===== config.mk =====
export PLATFORM = sky130hd
export DESIGN_NAME = intersection_sched
export DESIGN_NICKNAME = d
export VERILOG_FILES = /design/src/rtl/traffic_pkg.sv /design/src/rtl/intersection_sched_rr_pick.sv /design/src/rtl/intersection_sched.sv
export SDC_FILE = /design/constraint.sdc
export NUM_CORES = 1
export LEC_CHECK = 0
export CORE_MARGIN = 2
export CORE_UTILIZATION = 50
export CTS_BUF_LIST = sky130_fd_sc_hd__clkbuf_2 sky130_fd_sc_hd__clkbuf_4 sky130_fd_sc_hd__clkbuf_8
export CTS_CLUSTER_DIAMETER = 30
export DETAILED_ROUTE_END_ITERATION = 12
export PLACE_DENSITY = 0.77
export SYNTH_ARGS = -nofsm -noshare
export SYNTH_HDL_FRONTEND = slang
export SYNTH_SLANG_ARGS = --single-unit

===== constraint.sdc =====
create_clock -name clk -period 2.5 [get_ports clk]
set_input_delay 0.5 -clock clk [delete_from_list [all_inputs] [get_ports clk]]
set_output_delay 0.5 -clock clk [all_outputs]
set_load 0.02 [all_outputs]

===== src/rtl/traffic_pkg.sv =====
// Shared phase encodings and default timing for the intersection scheduler.
package traffic_pkg;

  typedef enum logic [1:0] {
    PH_ALLRED = 2'b00,
    PH_GREEN  = 2'b01,
    PH_YELLOW = 2'b10
  } phase_e;

  localparam int unsigned N_APP_DEF     = 4;
  localparam int unsigned IDX_W         = 3;
  localparam int unsigned CNT_W_DEF     = 11;
  localparam int unsigned MIN_GREEN_DEF = 50;
  localparam int unsigned MAX_GREEN_DEF = 200;
  localparam int unsigned YELLOW_T_DEF  = 20;
  localparam int unsigned ALLRED_T_DEF  = 10;

endpackage


===== src/rtl/intersection_sched_rr_pick.sv =====
// Round-robin first-set search over pending, starting at cur+1 and wrapping mod N_APP.
module rr_pick
  import traffic_pkg::*;
#(
  parameter int unsigned N_APP = N_APP_DEF
) (
  input  logic [N_APP-1:0] pending,
  input  logic [IDX_W-1:0] cur,
  output logic [IDX_W-1:0] pick,
  output logic             valid
);

  logic [N_APP-1:0] rot;

  // Rotate so bit 0 is approach cur+1, then take the lowest set bit.
  always_comb begin
    pick  = '0;
    valid = 1'b0;
    rot   = N_APP'({pending, pending} >> ((32'(cur) + 32'd1) % N_APP));
    for (int unsigned i = 0; i < N_APP; i++) begin
      if (!valid && rot[i]) begin
        valid = 1'b1;
        pick  = IDX_W'((32'(cur) + 32'd1 + 32'(i)) % N_APP);
      end
    end
  end

endmodule


===== src/rtl/intersection_sched.sv =====
// Four-approach intersection scheduler: round-robin GREEN/YELLOW/ALL-RED with min/max green.
// Optional emergency preemption is built when PREEMPT_EN is defined.
module intersection_sched
  import traffic_pkg::*;
#(
  parameter int unsigned N_APP     = N_APP_DEF,
  parameter int unsigned CNT_W     = CNT_W_DEF,
  parameter int unsigned MIN_GREEN = MIN_GREEN_DEF,
  parameter int unsigned MAX_GREEN = MAX_GREEN_DEF,
  parameter int unsigned YELLOW_T  = YELLOW_T_DEF,
  parameter int unsigned ALLRED_T  = ALLRED_T_DEF
) (
  input  logic             clk,
  input  logic             rst,
  input  logic             tick,
  input  logic [N_APP-1:0] req,
`ifdef PREEMPT_EN
  input  logic             preempt,
  input  logic [IDX_W-1:0] preempt_idx,
`endif
  output logic [N_APP-1:0] red,
  output logic [N_APP-1:0] yellow,
  output logic [N_APP-1:0] green,
  output logic [IDX_W-1:0] grant_idx,
  output logic [1:0]       phase
);

  localparam logic [CNT_W-1:0] AR_LIM   = CNT_W'(ALLRED_T - 1);
  localparam logic [CNT_W-1:0] YEL_LIM  = CNT_W'(YELLOW_T - 1);
  localparam logic [CNT_W-1:0] MING_LIM = CNT_W'(MIN_GREEN - 1);
  localparam logic [CNT_W-1:0] MAXG_LIM = CNT_W'(MAX_GREEN - 1);

  phase_e           phase_q, phase_d;
  logic [CNT_W-1:0] timer_q, timer_d, lim;
  logic [N_APP-1:0] pending_q, pending_d, cur_oh;
  logic [IDX_W-1:0] cur_q, cur_d, pick, pre_idx;
  logic             pick_valid, others, cur_req, pre_valid;

  rr_pick #(.N_APP(N_APP)) u_rr_pick (
    .pending (pending_q),
    .cur     (cur_q),
    .pick    (pick),
    .valid   (pick_valid)
  );

`ifdef PREEMPT_EN
  assign pre_valid = preempt && (32'(preempt_idx) < N_APP);
  assign pre_idx   = preempt_idx;
`else
  assign pre_valid = 1'b0;
  assign pre_idx   = '0;
`endif

  assign cur_oh  = N_APP'(1) << cur_q;
  assign others  = |(pending_q & ~cur_oh);
  assign cur_req = |(req & cur_oh);

  always_ff @(posedge clk) begin
    if (rst) begin
      phase_q   <= PH_ALLRED;
      timer_q   <= '0;
      pending_q <= '0;
      cur_q     <= IDX_W'(N_APP - 1);
    end else begin
      phase_q   <= phase_d;
      timer_q   <= timer_d;
      pending_q <= pending_d;
      cur_q     <= cur_d;
    end
  end

  always_comb begin
    phase_d   = phase_q;
    cur_d     = cur_q;
    timer_d   = timer_q;
    lim       = '0;
    // The owner of an active green does not re-arm its own request.
    pending_d = pending_q | (req & ((phase_q == PH_GREEN) ? ~cur_oh : {N_APP{1'b1}}));

    case (phase_q)
      PH_ALLRED: begin
        lim = AR_LIM;
        if (tick && timer_q == AR_LIM) begin
          if (pre_valid) begin
            cur_d   = pre_idx;
            phase_d = PH_GREEN;
          end else if (pick_valid) begin
            cur_d   = pick;
            phase_d = PH_GREEN;
          end
        end
      end
      PH_GREEN: begin
        lim = MAXG_LIM;
        if (tick) begin
          if (pre_valid) begin
            if (pre_idx != cur_q) phase_d = PH_YELLOW;
          end else if (timer_q >= MING_LIM && others && (!cur_req || timer_q == MAXG_LIM)) begin
            phase_d = PH_YELLOW;
          end
        end
      end
      PH_YELLOW: begin
        lim = YEL_LIM;
        if (tick && timer_q == YEL_LIM) phase_d = PH_ALLRED;
      end
      default: phase_d = PH_ALLRED;
    endcase

    // Timer restarts on any phase change; the new owner's pending bit clears on green entry.
    if (phase_d != phase_q) begin
      timer_d = '0;
      if (phase_d == PH_GREEN) pending_d = pending_d & ~(N_APP'(1) << cur_d);
    end else if (tick && timer_q != lim) begin
      timer_d = timer_q + CNT_W'(1);
    end
  end

  assign green     = (phase_q == PH_GREEN)  ? cur_oh : '0;
  assign yellow    = (phase_q == PH_YELLOW) ? cur_oh : '0;
  assign red       = ~(green | yellow);
  assign grant_idx = cur_q;
  assign phase     = phase_q;

endmodule

## Word-level counts from Yosys, hierarchy flattened

Index checks and enable logic that the tools add are counted.

- Logic and storage cells: 70
- Register bits: 20
- Input bits: 7
- Output and inout port bits: 17

- Bitwise operators: 9
- Shifts and indexed selects: 3
- Eq/ne operators: 8
- $lt $le $gt $ge: 1
- Multiplexer cells: 23
- Reductions and logical operators: 17
- Add/sub/neg operators: 5

Operators with widths:

| cell | count |
|---|---|
| $pmux W8 S3 | 1 |
| $mux W4 | 5 |
| $mux W3 | 6 |
| $and A4 B4 Y4 | 4 |
| $mux W2 | 6 |
| $not A4 Y4 | 3 |
| $add A11 B1 Y11 const B | 1 |
| $eq A11 B4 Y1 const B | 1 |
| $eq A11 B5 Y1 const B | 1 |
| $eq A11 B8 Y1 const B | 1 |
| $ge A11 B6 Y1 const B | 1 |
| $ne A11 B11 Y1 | 1 |
| $logic_and A1 B1 Y1 | 8 |
| $or A4 B4 Y4 | 2 |
| $reduce_or A4 Y1 | 2 |
| $shl A1 B3 Y4 const A | 2 |
| $shr A8 B2 Y4 | 1 |
| $pmux W2 S3 | 1 |
| $add A2 B1 Y2 const B | 2 |
| $add A2 B2 Y2 const B | 2 |
| $eq A2 B1 Y1 const B | 2 |
| $logic_not A1 Y1 | 4 |
| $mux W1 | 4 |
| $eq A2 B2 Y1 const B | 1 |
| other kinds (4) | 4 |

## Longest topological paths before layout

Gate-level depths: netlist of run 1.

- Depth in word-level cells: 20
- Mapped depth: 10
- Depth with buffers taken out: 8

## Modules after synthesis

A second synthesis of run 1 with hierarchy kept.

- Cells, all modules: 202
- Area total of the unflattened synthesis: 1557.7 um2

Modules (own cells, without submodules):

| module | seq. area each (um2) | area an instance (um2) | times used | cells each |
|---|---|---|---|---|
| intersection_sched | 400.4 | 1465.2 | 1 | 186 |
| rr_pick | 0.0 | 92.6 | 1 | 16 |

## Worst setup path after synthesis of run 1

No wires, ideal clock.

- Kind: register to output
- From: reg phase_q[1], in the netlist phase[1]
- To: out red[0]
- Path slack: 346 ps
- Path buffers: 0
- Cell stages (with the launch flop): 8
- Data arrival time: 1654 ps
- Required time: 2000 ps
- Cells stage by stage: dfxtp_1 > inv_1 > ha_1 > inv_1 > nor2_1 > nand2_1 > inv_1 > nor2_1

- Cells in the longest elaborated chain, start to end: 4
- Elaborated cells between the ends (all ways): 6
- Those cells by class: eq/ne: 2; mux: 2; bitwise: 2

Ends and longest elaborated chain:

| what | RTL line | RTL |
|---|---|---|
| start: declaration | intersection_sched.sv:33 | `phase_e phase_q, phase_d;` |
| start signal: assignment | intersection_sched.sv:65 | `phase_q <= phase_d;` |
| $eq A2 B1 Y1 | intersection_sched.sv:119 | `assign green = (phase_q == PH_GREEN) ? cur_oh : '0;` |
| $mux W4 | intersection_sched.sv:119 |  |
| via green[0] | intersection_sched.sv:23 | `output logic [N_APP-1:0] green,` |
| $or A4 B4 Y4 | intersection_sched.sv:121 | `assign red = ~(green \| yellow);` |
| $not A4 Y4 | intersection_sched.sv:121 |  |
| end: declaration | intersection_sched.sv:21 | `output logic [N_APP-1:0] red,` |

The timed path passes the listed nets, and every way through them passes these cells.

## Final worst setup path of run 1

- From: reg phase_q[0], in the netlist phase[0]
- To: out red[3]

- Cells in the longest elaborated chain, start to end: 4
- Elaborated cells between the ends (all ways): 6
- Those cells by class: eq/ne: 2; mux: 2; bitwise: 2

Ends and longest elaborated chain:

| what | RTL line |
|---|---|
| $eq A2 B1 Y1 or $eq A2 B2 Y1 (tied branches) | intersection_sched.sv:119, intersection_sched.sv:120 |
| $mux W4 (on tied branches) | intersection_sched.sv:119, intersection_sched.sv:120 |
| $or A4 B4 Y4 * | intersection_sched.sv:121 |
| $not A4 Y4 * | intersection_sched.sv:121 |

Mark *: on every way between the ends. The rest lies on a longest branch, timed or not.

==> results of run 1 <==
[synthesized netlist by cell type, types with 4 or more instances]
cell type and instances:
o21a_1 5, nand3_1 6, xor2_1 11, nand2_1 13
nand4_1 8, inv_1 15, nor3_1 6, nand2b_1 4
dfxtp_1 20, nor2_1 24, nor4_1 4, o21ai_0 7
and2_1 5, a21oi_1 8, ha_1 10
[sequential cells by signal, indices dropped and copies added, names as in the netlist]
register	count
pending_q	4
phase	2
grant_idx	3
timer_q	11
[repair_timing]
action | in CTS | in global routing
resized for setup | 10 | 5
cloned | 0 | 0
hold buffers | 0 | 0
setup endpoints to repair | 12 | 15
[how the worst max path moves through the flow]
stage,to,slack (ns),depth (start not counted)
after floorplan,red[0],0.35,7
after global placement,timer_q[9]$_SDFFE_PP0P_,0.11,7
after detailed placement,timer_q[6]$_SDFFE_PP0P_,0.07,7
after CTS,green[2],0.05,6
after global routing,timer_q[1]$_SDFFE_PP0P_,-0.01,8
final,red[3],0.18,6
[layout make-up]
class	count	area (um^2)
Multi-Input combinational cell	158	1070
Fill cell	295	1090
Timing Repair Buffer	35	320
Inverter	15	56.3
Sequential cell	20	402
Clock buffer	3	22.5
Clock inverter	1	30.0
Tap cell	44	55.1
[cell families after synthesis]
family	count (synthesis)	share of synthesized area
flops	20	0.250
fa+ha+maj	10	0.0782
simple gates	92	0.309
xor+xnor	14	0.0766
compound gates	40	0.185
mux	2	0.0133
buf+inv	26	0.0876
[metrics by stage]
step           hold WS, ns  setup slack [ns]  instances
3_5_place_dp         0.561            0.0674        272
5_1_grt              0.642          -0.00970        276
6_report             0.584             0.180        276
3_3_place_gp         0.544             0.107        272
2_1_floorplan        0.526             0.346        204
4_1_cts              0.587            0.0521        276
[worst register-to-register path: cells and delay by family, from the launching register on]
kind / cells / cell delay, ns
DFF: 1 / 0.36
AOI/OAI and AO/OA: 4 / 0.99
buffers and inverters: 1 / 0.17
and+or+nand+nor: 2 / 0.71
[where the power goes]
group / switching [mW] / total (mW) / internal [mW]
clock: 0.107 / 0.269 / 0.162
combinational: 0.108 / 0.213 / 0.105
sequential: 0.0489 / 0.395 / 0.346
[per-layer routing]
layer / up-vias / track usage / wire length, um
met5: - / 0 / 0
li1: 783 / - / -
met1: 722 / 0.286 / 1720
met3: 17 / 0.0213 / 164
met4: 0 / 0.140 / 176
met2: 50 / 0.409 / 1800
==> results.cfg, run 1 <==
[outcome]
status = finished, final reports clean

[final_layout]
mostFrequentLayoutCells = 23 x nor2_1, 19 x dfxtp_1, 15 x inv_1, 13 x nand2_1, 12 x buf_4
area_growth_pct = 22.4
nets = 250
layout_commonest_cell = nor2_1
layout-drive-gt1-share = 0.116
utilization = 0.642
finalInstanceArea_um2 = 1960
diodes = 0

[worst_setup_path]
critPathKind = flop to output port
r2r_end = timer_q[1]$_SDFFE_PP0P_
cp-start-kind = flop
critPathMaxFanout = 7
cpLargestDelayFamily = simple AND/OR/NAND/NOR gates
crit_start = phase[0]$_SDFF_PP0_
r2r_slack_ns = 0.19
required_ns = 2.00
critical_path_buf_inv_count = 2
crit_path_end_kind = output port
r2r_cells = 7
crit_arrival_ns = 1.82
slowest_delay_ns = 0.42
worstPathCellList = inv_1 -> ha_1 -> nor2b_1 -> and2_1 -> nor2_1 -> dlygate4sd2_1
cp_slowest_cell = dfxtp_2
reg2reg_from = timer_q[1]$_SDFFE_PP0P_

[logic_synthesis]
synth.area.top_cells = dfxtp_1 25%, ha_1 7.8%, xor2_1 6.0%
synth_cell_type_count = 52
ys_ff_latch = 20
synthArstFlopShare = 0
synth_top_area_frac = 0.250
synth_top_area_cell = dfxtp_1
avgSynthCellArea_um2 = 7.84
seq_area_frac_synth = 0.250
syn-instance-count = 204
yosysWarnings = 0
syn_nets = 221
syn_area_um2 = 1600
synth_edf_count = 0
synth_flop_cell = dfxtp_1

[sta]
setup_viol = 0
max_freq_ghz = 0.431
drv_slew = 0
tightest_slew_ns = 0.655
finClkSkew_ns = 0.00740
fin_tns_setup_ns = 0
min_period_over_period = 0.928
slew_headroom = 0.561
hold_viol_final = 0
min_period_ns = 2.32

[clock_network]
clock_path_buffers = 2
numCtsBuffers = 3
clk_latency_ns = 0.31
root_buffer = clkbuf_4
cts_tree = built
clock_sinks = 20
htree_levels = 1
clk_pin_slew_ns = 0.12
cts_setup_buffers = 0

[place]
place_hpwl_um = 3000
portBuffers = 23
placed_area_um2 = 1890
gp_congestion = 0.964

[pwr]
power_density_nw_per_um2 = 448
finalPower_mw = 0.877
power_leakage_nw = 0.893
ir_worst_vdd_mv = 0.349

[global_routing]
antenna_found_initial = 0
grt_overflow = 0
grt_pass1_wl_um = 6610
grt_max_degree = 13
grt_pass1_vias = 1464
grt_usage = 0.237

[floorplanning]
dieArea_um2 = 3670
die_w_um = 60.6
initial_core_util = 0.524
rows = 20
die_h_um = 60.6
core_area_um2 = 3050
io_pins = 24

[worst_hold_path]
whs_endpoint = timer_q[10]$_SDFFE_PP0P_
hold_path.class = flop to flop
holdCritStartpoint = timer_q[10]$_SDFFE_PP0P_
hold-path-cell-count = 2

[routing]
route.final.wire_length_um = 3860
drt-initial-drc-count = 54
vias = 1572
ant_nets = 0
wl_per_cell_um = 14.0
first_pass_iters = 4
routed_via_density = 5.70
drc = 0

[job]
maxCapViolCount = 0
Power figures use the tool's default switching activity.
==> inputs of run 2 (changes only) <==
- CTS_CLUSTER_DIAMETER: 30 -> unset
- CTS_CLUSTER_SIZE: unset -> 16
==> results of run 2 <==
No change in the layout: final DEF, timing and power equal those of run 1.
